**src/rtl/apex_pkg.sv**
```systemverilog
// Shared types and address constants for the APEX proof-of-execution monitor.
package apex_pkg;

    localparam int unsigned ADDR_W = 16;
    localparam int unsigned CAUSE_W = 3;

    localparam logic [ADDR_W-1:0] META_BASE     = 16'h0140;
    localparam logic [ADDR_W-1:0] META_SIZE     = 16'h0020;
    localparam logic [ADDR_W-1:0] PMEM_BASE     = 16'hE000;
    localparam logic [ADDR_W-1:0] RESET_HANDLER = 16'hFFFE;

    typedef enum logic [1:0] {
        ST_ABORT = 2'd0,
        ST_MID   = 2'd1,
        ST_DONE  = 2'd2
    } state_t;

    typedef enum logic [CAUSE_W-1:0] {
        CAUSE_NONE  = 3'd0,
        CAUSE_STACK = 3'd1,
        CAUSE_WRITE = 3'd2,
        CAUSE_DMA   = 3'd3,
        CAUSE_IRQ   = 3'd4,
        CAUSE_FLOW  = 3'd5,
        CAUSE_CFG   = 3'd6
    } cause_t;

endpackage

```
**src/rtl/apex_range_chk.sv**
```systemverilog
// Inclusive unsigned range check: lo <= addr <= hi, no wrap-around.
module apex_range_chk
    import apex_pkg::*;
#(
    parameter int unsigned W = ADDR_W
) (
    input  logic [W-1:0] addr,
    input  logic [W-1:0] lo,
    input  logic [W-1:0] hi,
    output logic         in_range
);

    assign in_range = (addr >= lo) && (addr <= hi);

endmodule

```
**src/rtl/apex_exec_monitor.sv**
```systemverilog
// Proof-of-execution flag: EXEC rises only after ER ran atomically from er_min to er_max
// and falls as soon as ER or metadata can no longer be trusted.
module apex_exec_monitor
    import apex_pkg::*;
#(
    parameter logic [ADDR_W-1:0] META_BASE_P     = META_BASE,
    parameter logic [ADDR_W-1:0] META_SIZE_P     = META_SIZE,
    parameter logic [ADDR_W-1:0] PMEM_BASE_P     = PMEM_BASE,
    parameter logic [ADDR_W-1:0] RESET_HANDLER_P = RESET_HANDLER
) (
    input  logic                clk,
    input  logic                rst,
    input  logic [ADDR_W-1:0]   pc,
    input  logic [ADDR_W-1:0]   data_addr,
    input  logic                w_en,
    input  logic                dma_en,
    input  logic [ADDR_W-1:0]   dma_addr,
    input  logic                irq,
    input  logic                stack_viol,
    input  logic [ADDR_W-1:0]   er_min,
    input  logic [ADDR_W-1:0]   er_max,
    output logic                exec,
    output logic [CAUSE_W-1:0]  abort_cause
);

    localparam logic [ADDR_W-1:0] META_LAST  = META_BASE_P + META_SIZE_P - 16'd1;
    localparam logic [ADDR_W-1:0] ER_MAX_LIM = RESET_HANDLER_P - 16'd2;

    state_t state;

    logic pc_in_er, data_in_er, data_in_meta, dma_in_er, dma_in_meta;
    logic cfg_ok_c;
    logic stack_c, write_c, dma_c, irq_c, flow_c;
    logic viol_any_c, done_viol_c;
    logic at_min_c, at_max_c, single_c;
    cause_t cause_c;

    apex_range_chk u_pc_er     (.addr(pc),        .lo(er_min),      .hi(er_max),    .in_range(pc_in_er));
    apex_range_chk u_data_er   (.addr(data_addr), .lo(er_min),      .hi(er_max),    .in_range(data_in_er));
    apex_range_chk u_data_meta (.addr(data_addr), .lo(META_BASE_P), .hi(META_LAST), .in_range(data_in_meta));
    apex_range_chk u_dma_er    (.addr(dma_addr),  .lo(er_min),      .hi(er_max),    .in_range(dma_in_er));
    apex_range_chk u_dma_meta  (.addr(dma_addr),  .lo(META_BASE_P), .hi(META_LAST), .in_range(dma_in_meta));

    // Violation decode; FLOW legality depends on where we are in the ER run.
    always_comb begin
        cfg_ok_c = (er_min <= er_max) && (er_min >= PMEM_BASE_P) && (er_max <= ER_MAX_LIM);
        at_min_c = (pc == er_min);
        at_max_c = (pc == er_max);
        single_c = (er_min == er_max);
        stack_c  = stack_viol;
        write_c  = w_en && (data_in_er || data_in_meta);
        dma_c    = dma_en && (dma_in_er || dma_in_meta);
        irq_c    = irq && pc_in_er;
        flow_c   = 1'b0;
        case (state)
            ST_MID:  flow_c = !pc_in_er;
            ST_DONE: flow_c = pc_in_er && !at_min_c && !at_max_c;
            default: flow_c = 1'b0;
        endcase
        viol_any_c  = stack_c || write_c || dma_c || irq_c || flow_c;
        // In DONE an interrupt only matters when it coincides with a re-entry at er_min.
        done_viol_c = stack_c || write_c || dma_c || flow_c || (irq_c && at_min_c);
        if (stack_c)      cause_c = CAUSE_STACK;
        else if (write_c) cause_c = CAUSE_WRITE;
        else if (dma_c)   cause_c = CAUSE_DMA;
        else if (irq_c)   cause_c = CAUSE_IRQ;
        else if (flow_c)  cause_c = CAUSE_FLOW;
        else              cause_c = CAUSE_NONE;
    end

    always_ff @(posedge clk) begin
        if (rst) begin
            state       <= ST_ABORT;
            exec        <= 1'b0;
            abort_cause <= CAUSE_NONE;
        end else if (!cfg_ok_c) begin
            state       <= ST_ABORT;
            exec        <= 1'b0;
            abort_cause <= CAUSE_CFG;
        end else if (pc == RESET_HANDLER_P) begin
            state <= ST_ABORT;
            exec  <= 1'b0;
        end else begin
            case (state)
                ST_ABORT: begin
                    if (at_min_c && !viol_any_c) begin
                        abort_cause <= CAUSE_NONE;
                        state       <= single_c ? ST_DONE : ST_MID;
                        exec        <= single_c;
                    end
                end
                ST_MID: begin
                    if (viol_any_c) begin
                        state       <= ST_ABORT;
                        exec        <= 1'b0;
                        abort_cause <= cause_c;
                    end else if (at_max_c) begin
                        state <= ST_DONE;
                        exec  <= 1'b1;
                    end
                end
                ST_DONE: begin
                    if (done_viol_c) begin
                        state       <= ST_ABORT;
                        exec        <= 1'b0;
                        abort_cause <= cause_c;
                    end else if (at_min_c && !single_c) begin
                        state       <= ST_MID;
                        exec        <= 1'b0;
                        abort_cause <= CAUSE_NONE;
                    end
                end
                default: begin
                    state <= ST_ABORT;
                    exec  <= 1'b0;
                end
            endcase
        end
    end

endmodule

```
**config.mk**
```make
export PLATFORM = sky130hd
export DESIGN_NAME = apex_exec_monitor
export DESIGN_NICKNAME = d
export VERILOG_FILES = /design/src/rtl/apex_pkg.sv /design/src/rtl/apex_range_chk.sv /design/src/rtl/apex_exec_monitor.sv
export SDC_FILE = /design/constraint.sdc
export NUM_CORES = 1
export LEC_CHECK = 0
export ABC_AREA = 1
export CORE_ASPECT_RATIO = 1.25
export CORE_UTILIZATION = 45
export DETAILED_ROUTE_END_ITERATION = 10
export PLACE_DENSITY = 0.85
export SLEW_MARGIN = 10
export SYNTH_ARGS = -nofsm -noshare
export SYNTH_HDL_FRONTEND = slang
export SYNTH_SLANG_ARGS = --single-unit
export TNS_END_PERCENT = 50
```
**constraint.sdc**
```tcl
create_clock -name clk -period 2.6 [get_ports clk]
set_clock_uncertainty 0.05 [all_clocks]
set_input_delay 0.26 -clock clk [delete_from_list [all_inputs] [get_ports clk]]
set_output_delay 0.26 -clock clk [all_outputs]
set_load 0.05 [all_outputs]
```
Yosys cells after proc, flatten, opt, wreduce, memory -nomap -nowiden --
Index checks and enable logic that the tools add are counted.
Storage, ports and cells: register bits 6, output and inout bits 4
Operators by class: $lt $le $gt $ge 13, equal/unequal tests 15, muxes and demuxes 26, bitwise gates (word level) 2, reduce and logical (&&, ||, !) cells 35
Operators with widths (number):
- <= comparator 16 bit | 4
- == test 16 bit | 3
- >= comparator 16 bit | 3
- two-way mux 3 bit | 11
- >= comparator 16 x 9 -> 1 bit, second input constant | 2
- <= comparator 16 x 9 -> 1 bit, second input constant | 2
- == test 16 bit, second input constant | 1
- >= comparator 16 bit, second input constant | 1
- <= comparator 16 bit, second input constant | 1
- logical AND 1 bit | 15
- two-way mux 2 bit | 6
- != test 3 bit, second input constant | 4
- AND reduction 5 bit | 2
- case mux 3 bit (3 select lines) | 1
- logical OR 1 bit | 8
- != test 2 bit, second input constant | 3
- case mux 2 bit (3 select lines) | 1
- logical NOT 1 bit | 5
- two-way mux 1 bit | 5
- != test 4 x 1 -> 1 bit, second input constant | 1
- != test 4 bit, second input constant | 1
- case mux 1 bit (3 select lines) | 1
- AND reduction 3 bit | 1
- nonzero test 3 bit | 1
- 7 further kinds | 8

Depth between registers and ports, before layout --
depth after elaboration 14, depth in mapped cells 24, mapped depth without buffers 24

Cells and area by module --
From an unflattened synthesis, not the netlist that was laid out.
Unflattened totals: cells, all modules 1021, area, all modules 6015.8 um^2
By module, submodules not included:
- apex_range_chk at u_data_er ... | times used 4, cells an instance 140, area each 855.8 um^2, seq. area each 0.0 um^2
- apex_exec_monitor | times used 1, cells an instance 321, area each 1729.2 um^2, seq. area each 120.1 um^2
- apex_range_chk at u_data_meta | times used 1, cells an instance 140, area each 863.3 um^2, seq. area each 0.0 um^2

Worst setup path before layout --
OpenSTA, ideal clock, no wires.
kind input -> register, start input port er_min[7], end register exec, library setup time 0.066 ns, arrival time 2.056 ns, required time 2.484 ns, path slack 0.427 ns, cell stages on the path 17, path buffers 0, path through inv_1 ha_1 nand2_2 nor2_4 nand2_2 nor3_4 nor2_2 nand2_4 nand3_2 nand3_2 nand2_4 nor2_4 nand2_2 nand2_4 nand3_4 or2_1 a21oi_2
Between the ends: cells in the longest elaborated chain, start to end 12, elaborated cells on any way between the ends 43, classes of those cells order compare: 5; eq/ne: 5; mux: 5; bitwise: 1; reduce/logical: 27
Ends and longest elaborated chain:
- start, declared | RTL line apex_exec_monitor.sv:20 | input logic [ADDR_W-1:0] er_min,
- >= comparator 16 bit | RTL line apex_range_chk.sv:13 | assign in_range = (addr >= lo) && (addr <= hi);
- logical AND 1 bit | RTL line apex_range_chk.sv:13
- logical OR 1 bit | RTL line apex_exec_monitor.sv:51 | write_c = w_en && (data_in_er || data_in_meta);
- logical AND 1 bit | RTL line apex_exec_monitor.sv:51
- logical OR 1 bit (2 in series) | RTL line apex_exec_monitor.sv:60, apex_exec_monitor.sv:62
- logical OR 1 bit (2 in series) | RTL line apex_exec_monitor.sv:60 | viol_any_c = stack_c || write_c || dma_c || irq_c || flow_c;
- logical NOT 1 bit | RTL line apex_exec_monitor.sv:86 | if (at_min_c && !viol_any_c) begin
- logical AND 1 bit | RTL line apex_exec_monitor.sv:86
- != test 2 bit (no source line)
- AND reduction 3 bit (no source line)
- end signal, assigned | RTL line apex_exec_monitor.sv:89 | exec <= single_c;
- end, declared | RTL line apex_exec_monitor.sv:22 | output logic exec,
Parallel ways exist; a longest one is shown, timed or not. The select of a mux whose other input is x is not followed. A chain may end at the register's enable or synchronous reset.

Final worst setup path --
start input port er_max[4], end register abort_cause[2]
Between the ends: cells in the longest elaborated chain, start to end 14, elaborated cells on any way between the ends 49, classes of those cells order compare: 5; eq/ne: 7; mux: 11; reduce/logical: 26
Ends and longest elaborated chain:
- start, declared | RTL line apex_exec_monitor.sv:21 | input logic [ADDR_W-1:0] er_max,
- <= comparator 16 bit | RTL line apex_range_chk.sv:13
- logical AND 1 bit | RTL line apex_range_chk.sv:13
- logical AND 1 bit (2 in series) | RTL line apex_exec_monitor.sv:57 | ST_DONE: flow_c = pc_in_er && !at_min_c && !at_max_c;
- case mux 1 bit (2 select lines) | RTL line apex_exec_monitor.sv:55 | case (state)
- two-way mux 3 bit | RTL line apex_exec_monitor.sv:67 | else if (flow_c) cause_c = CAUSE_FLOW;
- two-way mux 3 bit | RTL line apex_exec_monitor.sv:66 | else if (irq_c) cause_c = CAUSE_IRQ;
- two-way mux 3 bit | RTL line apex_exec_monitor.sv:65 | else if (dma_c) cause_c = CAUSE_DMA;
- two-way mux 3 bit | RTL line apex_exec_monitor.sv:64 | else if (write_c) cause_c = CAUSE_WRITE;
- two-way mux 3 bit | RTL line apex_exec_monitor.sv:63 | if (stack_c) cause_c = CAUSE_STACK;
- two-way mux 3 bit, on equally long branches | RTL line apex_exec_monitor.sv:103, apex_exec_monitor.sv:93
- case mux 3 bit (3 select lines) | RTL line apex_exec_monitor.sv:84 | case (state)
- two-way mux 3 bit | RTL line apex_exec_monitor.sv:80 | end else if (pc == RESET_HANDLER_P) begin
- two-way mux 3 bit | RTL line apex_exec_monitor.sv:76 | end else if (!cfg_ok_c) begin
- end signal, assigned | RTL line apex_exec_monitor.sv:96 | abort_cause <= cause_c;
- end signal, assigned | RTL line apex_exec_monitor.sv:106 | abort_cause <= cause_c;
- end, declared | RTL line apex_exec_monitor.sv:23 | output logic [CAUSE_W-1:0] abort_cause
Parallel ways exist; a longest one is shown, timed or not. The select of a mux whose other input is x is not followed.

==> impl_results.md <==
- Remaining antenna violation count after routing: 0
- Failing checks: setup timing
- Yosys warns: 0
- Startpoint Class: input pin
- Post-synth top area share: 0.415
- WS Path Type: input pin to register
- Layout cells sized above 1: 0.286
- Final Critical Period: between 2 and 3 ns
- Post-synthesis sequential area ratio: 0.0343
- Async set-reset flop share out of synthesis: 0
- Tot Pwr: ~0.0011 W
- Overflow after GRT: 0
- I/O pins: 90
- Skew-Pair Late Insertion Delay: approximately 0.22 ns
- Status: finished with violations
- Yosys cell types: 30
- Synth cell count leaders: nand2_1 (131), ha_1 (116), inv_1 (81)
- Router iterations before antenna repair: 7
- Cell repeated most along the worst path: nand2_1
- Cells after DPL: just under 800
- Antenna violations before repair: 0
- Worst-case clock buffer depth: 2
- Mux contribution to synthesized area: 0
- DRC viols: 0
- Root Buffer: clkbuf_8
- Clk slew on worst S/H paths: 0.04 ns
- Combinational power share: 0.794
- Top post-synthesis cells by area: ha_1 (41%), nand2_1 (14%), inv_1 (8.7%), a21oi_1 (7.1%), nor2_1 (4.4%)
- DR iter-0 viols: 445
- Final Setup Violations: 6
- Clock share of power: 0.122
- Max Slew Vio Count: 0
- Post-Layout Cell Count: 785
- First-pass GRT wire length: between 15 and 20 mm
- Via-to-Cell Ratio: 5.88
- Gpl congestion: just under 1
- Relative slew slack: 0.480
- Leakage: between 3 and 4 nW
- DR vias: around 4.6k
- GR Util All Layers: 0.289
- CP max stage delay: 0.40 ns
- Drt total wl: approximately 15 mm
- Mapped Cells: roughly 540
- Final HPWL DP: between 10 and 15 mm
- CTS tree: yes
- Slew at the pin closest to its max-slew limit: 0.773 ns
- Die width: ~80 um
- Syn nets: roughly 740
- Final nets: 897
- Total CTS buffers: 3
- Die Area: around 8100 sq um
- MaxCap Viol Count: 0
- CP Cell Sequence: dlygate4sd2_1 -> inv_2 -> buf_4 -> ha_1 -> nand2_1 -> nor3_1 -> nand4_1 -> nand2_1 -> nand2_1 -> nand2_2 -> nand2_4 -> buf_4 -> buf_4 -> nand4_1 -> nor2_1 -> nand3_1 -> nand2_1 -> inv_1 -> nand3_1 -> nand2_1 -> nor2_1
- Syn_area_per_cell: ~6.5 sq um
- Sw Ratio: 0.464
- Vias in the first global route: between 4k and 5k
- Routed len/inst: roughly 19 um
- Post-Synth Simple-Gate Area: 0.336
- Ys flop type: dfxtp_1
- #FFs+latches synth: 6
- CTS Sinks: 6
- Area share of fa/ha/maj cells after synthesis: 0.415
- Compound-Gate Fraction of Synth Area: 0.128
- Maximum vdd ir drop: approximately 240 uV
- Setup ws final: -0.188 ns
- Setup crit end kind: register
- Largest net degree at the start of global routing: 7
- Critical Path RT: ~2.7 ns
- Max stage delay cell, worst path: nor3_1
- Core area: about 7400 sq um
- CP Data Arrival Time: between 2 and 3 ns
- Synthesized cell area: roughly 3500 sq um
- Cell type with the largest total area after synthesis: ha_1
- Crit Path Max Fanout: 4
- Final hold violations: 0
- Ant diodes: 0
- H-Tree Depth: 1
- Hold_ws: 0.428 ns
- Synthesized-area fraction occupied by xor and xnor cells: 0
- Cell internal pwr: a little over 0.0006 W
- Hold Crit Class: register to register
- Flop pwr share: 0.084
- FMAX: 0.359 GHz
- Largest family of logic cells by synthesized area: adder cells
- Period Utilization, post-route: 1.07
- PD cells: slightly below 200 nW/um^2
- Initial cell density of the core: 0.470
- Area growth from synthesis to layout: 66.3%
- Most common cell in the synthesized netlist: nand2_1
- Hold_buf cts: 0
- Post-synth EDFFs: 0
- PortBufs: between 80 and 90
- Sw Pwr: roughly 0.00053 W
- FP Rows: 35
- Die Height: between 100 and 150 um
[layer usage]
layer / routed length [um] / part of all wire / global-route usage / up-vias
li1: - / - / - / 2147
met1: 5270 / 0.36 / 0.315 / 2038
met2: 6870 / 0.47 / 0.536 / 303
met3: 1200 / 0.083 / 0.0299 / 131
met4: 1200 / 0.082 / 0.155 / 0
met5: 0 / 0 / 0 / -
[timing repair]
action / in CTS / in global routing
gates resized for setup: 66 / 140
pin swaps: 17 / 45
buffers inserted: 6 / 5
setup endpoints to repair: 6 / 6
[path summary, 6_finish.rpt]
path,start,end,slack (ns),cells past startpoint
max,er_max[4],abort_cause[2]$_SDFFE_PP0P_,-0.19,21
min,exec$_SDFFE_PP0P_,exec$_SDFFE_PP0P_,0.43,2
max reg2reg,state[1]$_SDFFE_PP0P_,exec$_SDFFE_PP0P_,0.55,12
min reg2reg,exec$_SDFFE_PP0P_,exec$_SDFFE_PP0P_,0.43,2
[power by group through the flow]
stage	logic (W)	registers, W	clock network (W)
6_report	0.000911	0.0000959	0.000140
5_1_grt	0.00100	0.0000959	0.000148
4_1_cts	0.000764	0.0000959	0.000141
3_5_place_dp	0.000724	0.0000973	0
3_3_place_gp	0.000686	0.0000972	0
2_1_floorplan	0.000367	0.000105	0
[registers in the layout, summed over array words and instances (netlist names)]
| signal | cells |
|---|---|
| state | 2 |
| exec | 1 |
| abort_cause | 3 |
[logic make-up (layout without fill, tap and decap cells)]
kind of cell,count (synthesis),in the layout
AOI/OAI and AO/OA,81,81
adders and majority gates,116,116
buffers and inverters,81,238
DFF,6,6
and+or+nand+nor,252,252
[through the flow]
stage | setup slack, ns | TNS, ns | instance area (sq um) | util
final | -0.188 | -0.679 | 5820 | 0.782
after global routing | -0.389 | -1.78 | 5820 | 0.782
after CTS | -0.0366 | -0.0401 | 5170 | 0.695
after detailed placement | -0.442 | -2.51 | 4910 | 0.660
after global placement | -0.375 | -2.08 | 4910 | 0.660
after floorplan | 0.427 | 0 | 3500 | -
[placed cells by master, fill, tap and decap left out, types with 6 or more instances in the layout]
master           instances
inv_2                   30
nand3_1                 22
ha_4                    36
dfxtp_1                  6
a21oi_1                 46
ha_1                    80
dlygate4sd2_1           14
nand2_2                 21
nor4_1                   8
buf_4                   65
inv_1                   47
nand3_2                  6
nand4_1                 14
nor2_2                   7
nand2_1                113
nand2_4                  6
dlymetal6s2s_1          62
clkdlybuf4s50_1         12
nor2_1                  33
o21ai_0                  9
[worst max-delay path, delay by kind of cell]
family / cells / cell delay, ns
adder cells (fa/ha/maj): 1 / 0.26
AND/OR/NAND/NOR: 14 / 1.48
buffers and inverters: 6 / 0.83
[layout make-up]
| class | count | area, sq um |
|---|---|---|
| inverters | 81 | 314 |
| well taps | 92 | 115 |
| fillers | 502 | 1620 |
| repair buffers | 154 | 1520 |
| multi-input cells | 449 | 3710 |
| flip-flops and latches | 6 | 120 |
| clock buffers | 3 | 41.3 |
Power figures use the tool's default switching activity.
